--- src/rtl/mem_pkg.sv ---
// Shared definitions for the memory responder: state encoding, word width
// and the byte-address to word-index mapping.
package mem_pkg;

   localparam int WORD_W = 32;

   localparam logic [1:0] IDLE_ENC = 2'd0;
   localparam logic [1:0] WAIT_ENC = 2'd1;
   localparam logic [1:0] RESP_ENC = 2'd2;

   typedef enum logic [1:0] {
      IDLE = IDLE_ENC,
      WAIT = WAIT_ENC,
      RESP = RESP_ENC
   } state_e;

   // Byte address to 32-bit word index; the low two bits select a byte lane.
   function automatic logic [29:0] word_index(input logic [31:0] addr);
      return addr[31:2];
   endfunction

endpackage

--- src/rtl/mem_array.sv ---
// Word-wide RAM with a synchronous write port and an asynchronous read port.
// Contents are never reset.
module mem_array
   import mem_pkg::*;
#(
   parameter int DEPTH_WORDS = 64,
   parameter int AW          = $clog2(DEPTH_WORDS)
) (
   input  logic              clk,
   input  logic              we_i,
   input  logic [AW-1:0]     waddr_i,
   input  logic [WORD_W-1:0] wdata_i,
   input  logic [AW-1:0]     raddr_i,
   output logic [WORD_W-1:0] rdata_o
);

   logic [WORD_W-1:0] mem_q [DEPTH_WORDS];

   always_ff @(posedge clk) begin
      if (we_i) begin
         mem_q[waddr_i] <= wdata_i;
      end
   end

   assign rdata_o = mem_q[raddr_i];

endmodule

--- src/rtl/mem_responder.sv ---
// Memory-side responder: one request at a time, a programmable number of
// wait cycles, then a single-cycle response pulse with read data or error.
module mem_responder
   import mem_pkg::*;
#(
   parameter int DEPTH_WORDS = 64,
   parameter int LATENCY     = 2
) (
   input  logic              clk,
   input  logic              reset_n,
   input  logic              req_valid,
   output logic              req_ready,
   input  logic              req_we,
   input  logic [31:0]       req_addr,
   input  logic [WORD_W-1:0] req_wdata,
   output logic              resp_valid,
   output logic [WORD_W-1:0] resp_rdata,
   output logic              resp_err,
   output logic              busy
);

   localparam int AW = $clog2(DEPTH_WORDS);
   localparam logic [3:0] LAT4 = 4'(LATENCY);

   if (LATENCY < 0 || LATENCY > 15) begin : g_bad_latency
      $error("mem_responder: LATENCY must be within 0..15");
   end
   if (DEPTH_WORDS < 4 || DEPTH_WORDS > 1024 ||
       (DEPTH_WORDS & (DEPTH_WORDS - 1)) != 0) begin : g_bad_depth
      $error("mem_responder: DEPTH_WORDS must be a power of two within 4..1024");
   end

   state_e            state_q;
   logic [3:0]        cnt_q;
   logic              we_q;
   logic [31:0]       addr_q;
   logic [WORD_W-1:0] wdata_q;
   logic              req_ready_q;
   logic              busy_q;
   logic              resp_valid_q;

   logic [29:0]       word_idx_w;
   logic              err_w;
   logic              arr_we_w;
   logic [WORD_W-1:0] arr_rdata_w;

   assign word_idx_w = word_index(addr_q);
   assign err_w      = (addr_q[1:0] != 2'b00) || (word_idx_w >= 30'(DEPTH_WORDS));
   // The write lands on the edge that leaves RESP; a reset before then drops it.
   assign arr_we_w   = (state_q == RESP) && we_q && !err_w;

   mem_array #(
      .DEPTH_WORDS (DEPTH_WORDS)
   ) u_array (
      .clk     (clk),
      .we_i    (arr_we_w),
      .waddr_i (word_idx_w[AW-1:0]),
      .wdata_i (wdata_q),
      .raddr_i (word_idx_w[AW-1:0]),
      .rdata_o (arr_rdata_w)
   );

   always_ff @(posedge clk or negedge reset_n) begin
      if (!reset_n) begin
         state_q      <= IDLE;
         cnt_q        <= '0;
         we_q         <= 1'b0;
         addr_q       <= '0;
         wdata_q      <= '0;
         req_ready_q  <= 1'b1;
         busy_q       <= 1'b0;
         resp_valid_q <= 1'b0;
      end else begin
         case (state_q)
            IDLE: begin
               if (req_valid) begin
                  we_q        <= req_we;
                  addr_q      <= req_addr;
                  wdata_q     <= req_wdata;
                  cnt_q       <= LAT4;
                  req_ready_q <= 1'b0;
                  busy_q      <= 1'b1;
                  if (LATENCY == 0) begin
                     state_q      <= RESP;
                     resp_valid_q <= 1'b1;
                  end else begin
                     state_q <= WAIT;
                  end
               end
            end
            WAIT: begin
               cnt_q <= cnt_q - 4'd1;
               if (cnt_q == 4'd1) begin
                  state_q      <= RESP;
                  resp_valid_q <= 1'b1;
               end
            end
            RESP: begin
               state_q      <= IDLE;
               resp_valid_q <= 1'b0;
               req_ready_q  <= 1'b1;
               busy_q       <= 1'b0;
            end
            default: begin
               state_q      <= IDLE;
               cnt_q        <= '0;
               resp_valid_q <= 1'b0;
               req_ready_q  <= 1'b1;
               busy_q       <= 1'b0;
            end
         endcase
      end
   end

   assign req_ready  = req_ready_q;
   assign busy       = busy_q;
   assign resp_valid = resp_valid_q;
   assign resp_err   = resp_valid_q && err_w;
   assign resp_rdata = (resp_valid_q && !we_q && !err_w) ? arr_rdata_w : '0;

endmodule

--- config.mk ---
export PLATFORM = sky130hd
export DESIGN_NAME = mem_responder
export DESIGN_NICKNAME = d
export VERILOG_FILES = /design/src/rtl/mem_pkg.sv /design/src/rtl/mem_array.sv /design/src/rtl/mem_responder.sv
export SDC_FILE = /design/constraint.sdc
export NUM_CORES = 2
export LEC_CHECK = 0
export CORE_MARGIN = 4
export CORE_UTILIZATION = 50
export DETAILED_ROUTE_END_ITERATION = 8
export PLACE_DENSITY = 0.74
export SLEW_MARGIN = 20
export SYNTH_ARGS = -nofsm -noshare
export SYNTH_HDL_FRONTEND = slang
export SYNTH_HIERARCHICAL = 1
export SYNTH_SLANG_ARGS = --single-unit
--- constraint.sdc ---
create_clock -name clk -period 6 [get_ports clk]
set_input_delay 1.2 -clock clk [delete_from_list [all_inputs] [get_ports clk]]
set_output_delay 1.2 -clock clk [all_outputs]
set_load 0.03 [all_outputs]
* Word-level counts from Yosys, hierarchy flattened
Memory sizes are Yosys's and may differ from the RTL's.
Index checks and enable logic that the tools add are counted.
** Word-level totals
- Register bits after elaboration :: 74
- Bits in latches :: 0
- RAM bits :: 2048
- ROM bits :: 0
- Input port bits :: 68
- Memories kept :: 1
** Memory list
- u_array.mem_q :: depth 64, width 32, read ports 1, clocked after Yosys merged registers in 0, write ports 1, line mem_array.sv:17 : logic [WORD_W-1:0] mem_q [DEPTH_WORDS];
** Cells by class
- Add/subtract/negate cells :: 1
- Multiply operators :: 0
- Div/mod/pow operators :: 0
- Magnitude comparators :: 1
- Equal/unequal tests :: 5
- Shift operators :: 0
- Muxes and demuxes :: 14
- Bitwise logic cells :: 3
- Reduce and logical (&&, ||, !) cells :: 15
** Operators with widths (number)
- $mux 32 :: 1
- $ge 30x7->1 const B :: 1
- $pmux 4 s3 :: 1
- $reduce_and 2->1 :: 5
- $pmux 1 s2 :: 3
- $logic_and 1x1->1 :: 5
- $mux 1 :: 5
- $eq 4x1->1 const B :: 1
- $mux 2 :: 2
- $mux 4 :: 1
- $ne 2x2->1 const B :: 2
- $pmux 2 s2 :: 1
- $sub 4x1->4 const B :: 1
- $not 1->1 :: 3
- $eq 2x1->1 const B :: 1
- $eq 2x2->1 const B :: 1
- $logic_not 1->1 :: 2
- $logic_not 2->1 :: 1
- $reduce_bool 2->1 :: 1
- $logic_or 1x1->1 :: 1

* Depth between registers and ports, before layout
- Word-level depth :: 6
- Mapped depth :: 12
- Mapped depth without buffers :: 7

* Modules after synthesis
The synthesis kept the hierarchy.
** By module, submodules not included
- mem_array :: times used 1, cells each 3292, area each 77874.7 µm², seq. area each 61499.0 µm²
- mem_responder :: times used 1, cells each 260, area each 3427.0 µm², seq. area each 1853.0 µm²

* Least setup slack after synthesis
No wires, ideal clock.
- Path type :: reg-to-reg
- Start :: register addr_q[1]
- End :: memory u_array.mem_q[48][0], enable pin
- Library setup time :: 0.461 ns
- Arrival :: 4.094 ns
- Required time :: 5.539 ns
- Setup slack :: 1.445 ns
- Cell stages (with the launch flop) :: 7
- Path buffers :: 0
- Period minus slack after synthesis :: 4.555 ns
- Cell sequence :: dfrtp_1 -> nor4_2 -> nand4_2 -> nor4_1 -> nor2b_1 -> nand4b_1 -> nor3_1
** Between the ends
- Cells in the longest elaborated chain, start to end :: 6
** RTL lines
- start, declared :: line mem_responder.sv:36 : logic [31:0] addr_q;
- start signal, assigned :: line mem_responder.sv:78 : addr_q <= req_addr;
- $reduce_bool 2->1 :: line mem_responder.sv:48 : assign err_w = (addr_q[1:0] != 2'b00) || (word_idx_w >= 30'(DEPTH_WORDS));
- $logic_or 1x1->1 :: line mem_responder.sv:48
- $logic_not 1->1 :: line mem_responder.sv:50 : assign arr_we_w = (state_q == RESP) && we_q && !err_w;
- $logic_and 1x1->1 :: line mem_responder.sv:50
- net arr_we_w :: line mem_responder.sv:44 : logic arr_we_w;
- $mux 1 :: line mem_array.sv:20 : if (we_i) begin
- $mux 1 (implied by the code) :: line mem_array.sv:21 : mem_q[waddr_i] <= wdata_i;
- end, declared :: line mem_array.sv:17
The timed path passes the listed nets, and every way through them passes these cells.

* Final worst setup path
- Start :: register addr_q[5]
- End :: output port resp_rdata[16]
** RTL lines
- $mem_v2 64x32
- net arr_rdata_w[16] :: line mem_responder.sv:45 : logic [WORD_W-1:0] arr_rdata_w;
- $mux 32 :: line mem_responder.sv:119 : assign resp_rdata = (resp_valid_q && !we_q && !err_w) ? arr_rdata_w : '0;
- end, declared :: line mem_responder.sv:17 : output logic [WORD_W-1:0] resp_rdata,
The timed path passes the listed nets, and every way through them passes these cells.

==> impl_metrics.toml <==
[yosys]
yosysTopAreaCellShare = 0.756
synth_edf_count = 2048
synthesis.area_mm2 = 0.0813
synth_area_per_cell_um2 = 22.9
synthFlopType = "edfxtp_1"
syn_nets = 3622
yosysUniqueCellTypes = 49
yosys.area.top_type = "edfxtp_1"
ys_seq_area_frac = 0.779
netlist_instances = 3552
yosys_warnings = 6
synthTopCellsByArea = "edfxtp_1, mux4_2, dfrtp_1, mux2i_1, nor2_1"
ys_seq_elements = 2122
postSynth.asyncResetShare = 0.0349

[final_layout]
final_cell_mix = "edfxtp_1, mux4_2, clkbuf_16, buf_4, clkdlybuf4s50_1"
antenna_cells = 0
drive_above_1_share = 0.295
areaGrowthSynthToFinish_pct = 14.1
layout_commonest_cell = "edfxtp_1"
fillCellCount = 11300
fin_nets = 3910

[routing]
routed_wl_um = 199000
routedWlPerCell_um = 32.3
route.vias.total = 39400
drc = 0
ant_nets = 0
viasPerCell = 6.40
drt-initial-drc-count = 5804
dr.pass1.iters = 5

[worst_setup_path]
worstPathMaxFanout = 36
worstReg2RegStart = "addr_q[1]"
rrSetupSlack_ps = 1600
critPathRequiredTime_ps = 4800
r2r_cells = 8
r2r-end = "u_array/mem_q[57][25]"
worstSetupStartpointType = "flip-flop"
critPathArrivalTime_ps = 4630
end_kind = "primary output"
worstSetupPathType = "flip-flop to primary output"
startpoint = "addr_q[5]"

[pwr]
p_int_w = 0.0306
ir_drop_v = 0.000374
combPwrFrac = 0.257
p_clk_frac = 0.274
cellLeakagePower_nw = 28.8
p_seq_frac = 0.468
swShare = 0.309
switchingPower_w = 0.0137
power_w = 0.0443
p_per_area_mw_per_mm2 = 478

[floorplan]
dieArea_mm2 = 0.169
initial_core_util = 0.505
die_x_um = 411
core_area_mm2 = 0.161
die_height_um = 411
io_pins = 104
rows = 147

[sta]
rsz0062_at_grt = "no"
maxSlewViolCount = 0
setup_viol = 0
fmax_mhz = 172
fin_skew_ps = 33.3
post-route-min-period_ps = 5830
hold_violations = 0
tns_ps = 0
slew-limit-headroom = 0.230
min_period_over_period = 0.972
tightest_slew_ps = 1160

[clock_network]
clockBufferDepth = 3
cts_max_level = 4
clock-sinks = 2122
clk_latency_ps = 850
cts_buffers = 201
root_buffer = "clkbuf_16"
ctsResizeCount = 0
postCtsHoldBufs = 0
clk_pin_slew_ps = 60
cts_setup_buffers = 2
tritoncts = "built"

[global_route]
grt_max_degree = 82
track_usage = 0.238
grt_pass1_vias = 40200
grt_pass1_wl_um = 289000
grt-ovfl-total = 0
antenna_found_initial = 4

[placed_design]
gp_congestion = 0.790
dp_hpwl_um = 110000
port_buffers = 103

[flow_run]
cap_violations = 0

[min_path]
worstHoldPathType = "input port to async pin"

[status]
status = "complete, no violations"
## cell usage after synthesis (6+ instances only)
cell,number
dfrtp_1,73
nor2_1,143
mux2i_1,94
buf_6,11
o22ai_1,85
nand3_1,6
nor3_2,30
clkbuf_1,78
a21oi_1,63
edfxtp_1,2048
a22oi_1,12
nor3_1,10
o221ai_1,27
nand2b_1,9
mux4_2,544
nand2_1,59
buf_4,26
nor2b_1,16
mux2_2,37
a311oi_1,9
mux2_1,28
buf_1,21
buf_2,64
## cell type report
class,instances,area [um2],share of cell area
sequential,2122,63500,0.684
multi-input combinational,1226,17400,0.188
timing repair buffer,285,2880,0.0311
clock inverter,102,905,0.00975
tap,2160,2700,0.0291
inverter,4,15.0,0.000162
clock buffer,265,5370,0.0578
## worst max-delay path: stages, from the launching register on
cell and delay [ps]:
dfrtp_4 910, nand2b_1 840, o22ai_1 150, nor2_1 160, a21oi_1 230, nor2_1 500, nand2_1 140, nor3_2 130
clkdlybuf4s50_1 700
## kinds of logic after synthesis
kind of cell,Yosys count,share of synthesized area
adders and majority gates,2,0.000308
xor gates and xnor gates,2,0.000215
DFF,2122,0.779
muxes,703,0.171
buffers and inverters,204,0.0126
AOI/OAI and AO/OA,211,0.0170
and+or+nand+nor,308,0.0194
## worst max-delay path by stage
| stage | end | slack (ps) |
|---|---|---|
| after floorplan | u_array/mem_q[48][0] | 1450 |
| after global placement | resp_rdata[4] | 820 |
| after detailed placement | resp_rdata[12] | 820 |
| after CTS | resp_rdata[12] | 90 |
| after global routing | resp_rdata[4] | 20 |
| final | resp_rdata[16] | 170 |
## sequential cells by signal (all words and copies together) (netlist names)
name           flops
addr_q            32
busy               1
cnt_q              4
req_ready          1
resp_valid         1
state_q            2
u_array/mem_q   2048
wdata_q           32
we_q               1
## power by group through the flow
stage	Sequential (W)	Clock [W]	Combinational, W
6_report	0.0208	0.0122	0.0114
3_5_place_dp	0.0213	0	0.0111
2_1_floorplan	0.0202	0	0.00761
3_3_place_gp	0.0211	0	0.0110
4_1_cts	0.0209	0.0123	0.0113
5_1_grt	0.0209	0.0130	0.0121
## stage by stage
step | area, um2 | hold slack, ps | worst slack [ps] | cells | util
after detailed placement | 86300 | 477 | 821 | 5792 | 0.536
after global routing | 92800 | 125 | 22.1 | 6164 | 0.576
final | 92800 | 167 | 171 | 6164 | 0.576
after floorplan | 81300 | 459 | 1450 | 3552 | -
after CTS | 92600 | 100 | 94.6 | 6161 | 0.575
after global placement | 86300 | 473 | 819 | 5792 | 0.536
## per-layer routing
metal / vias up / GRT usage / wire, um
met1: 20900 / 0.347 / 75900
li1: 15600 / - / -
met2: 2524 / 0.369 / 95200
met3: 332 / 0.0456 / 21900
met4: 0 / 0.0781 / 6340
met5: - / 0 / 0
No activity file was read; power rests on OpenSTA's default activity.
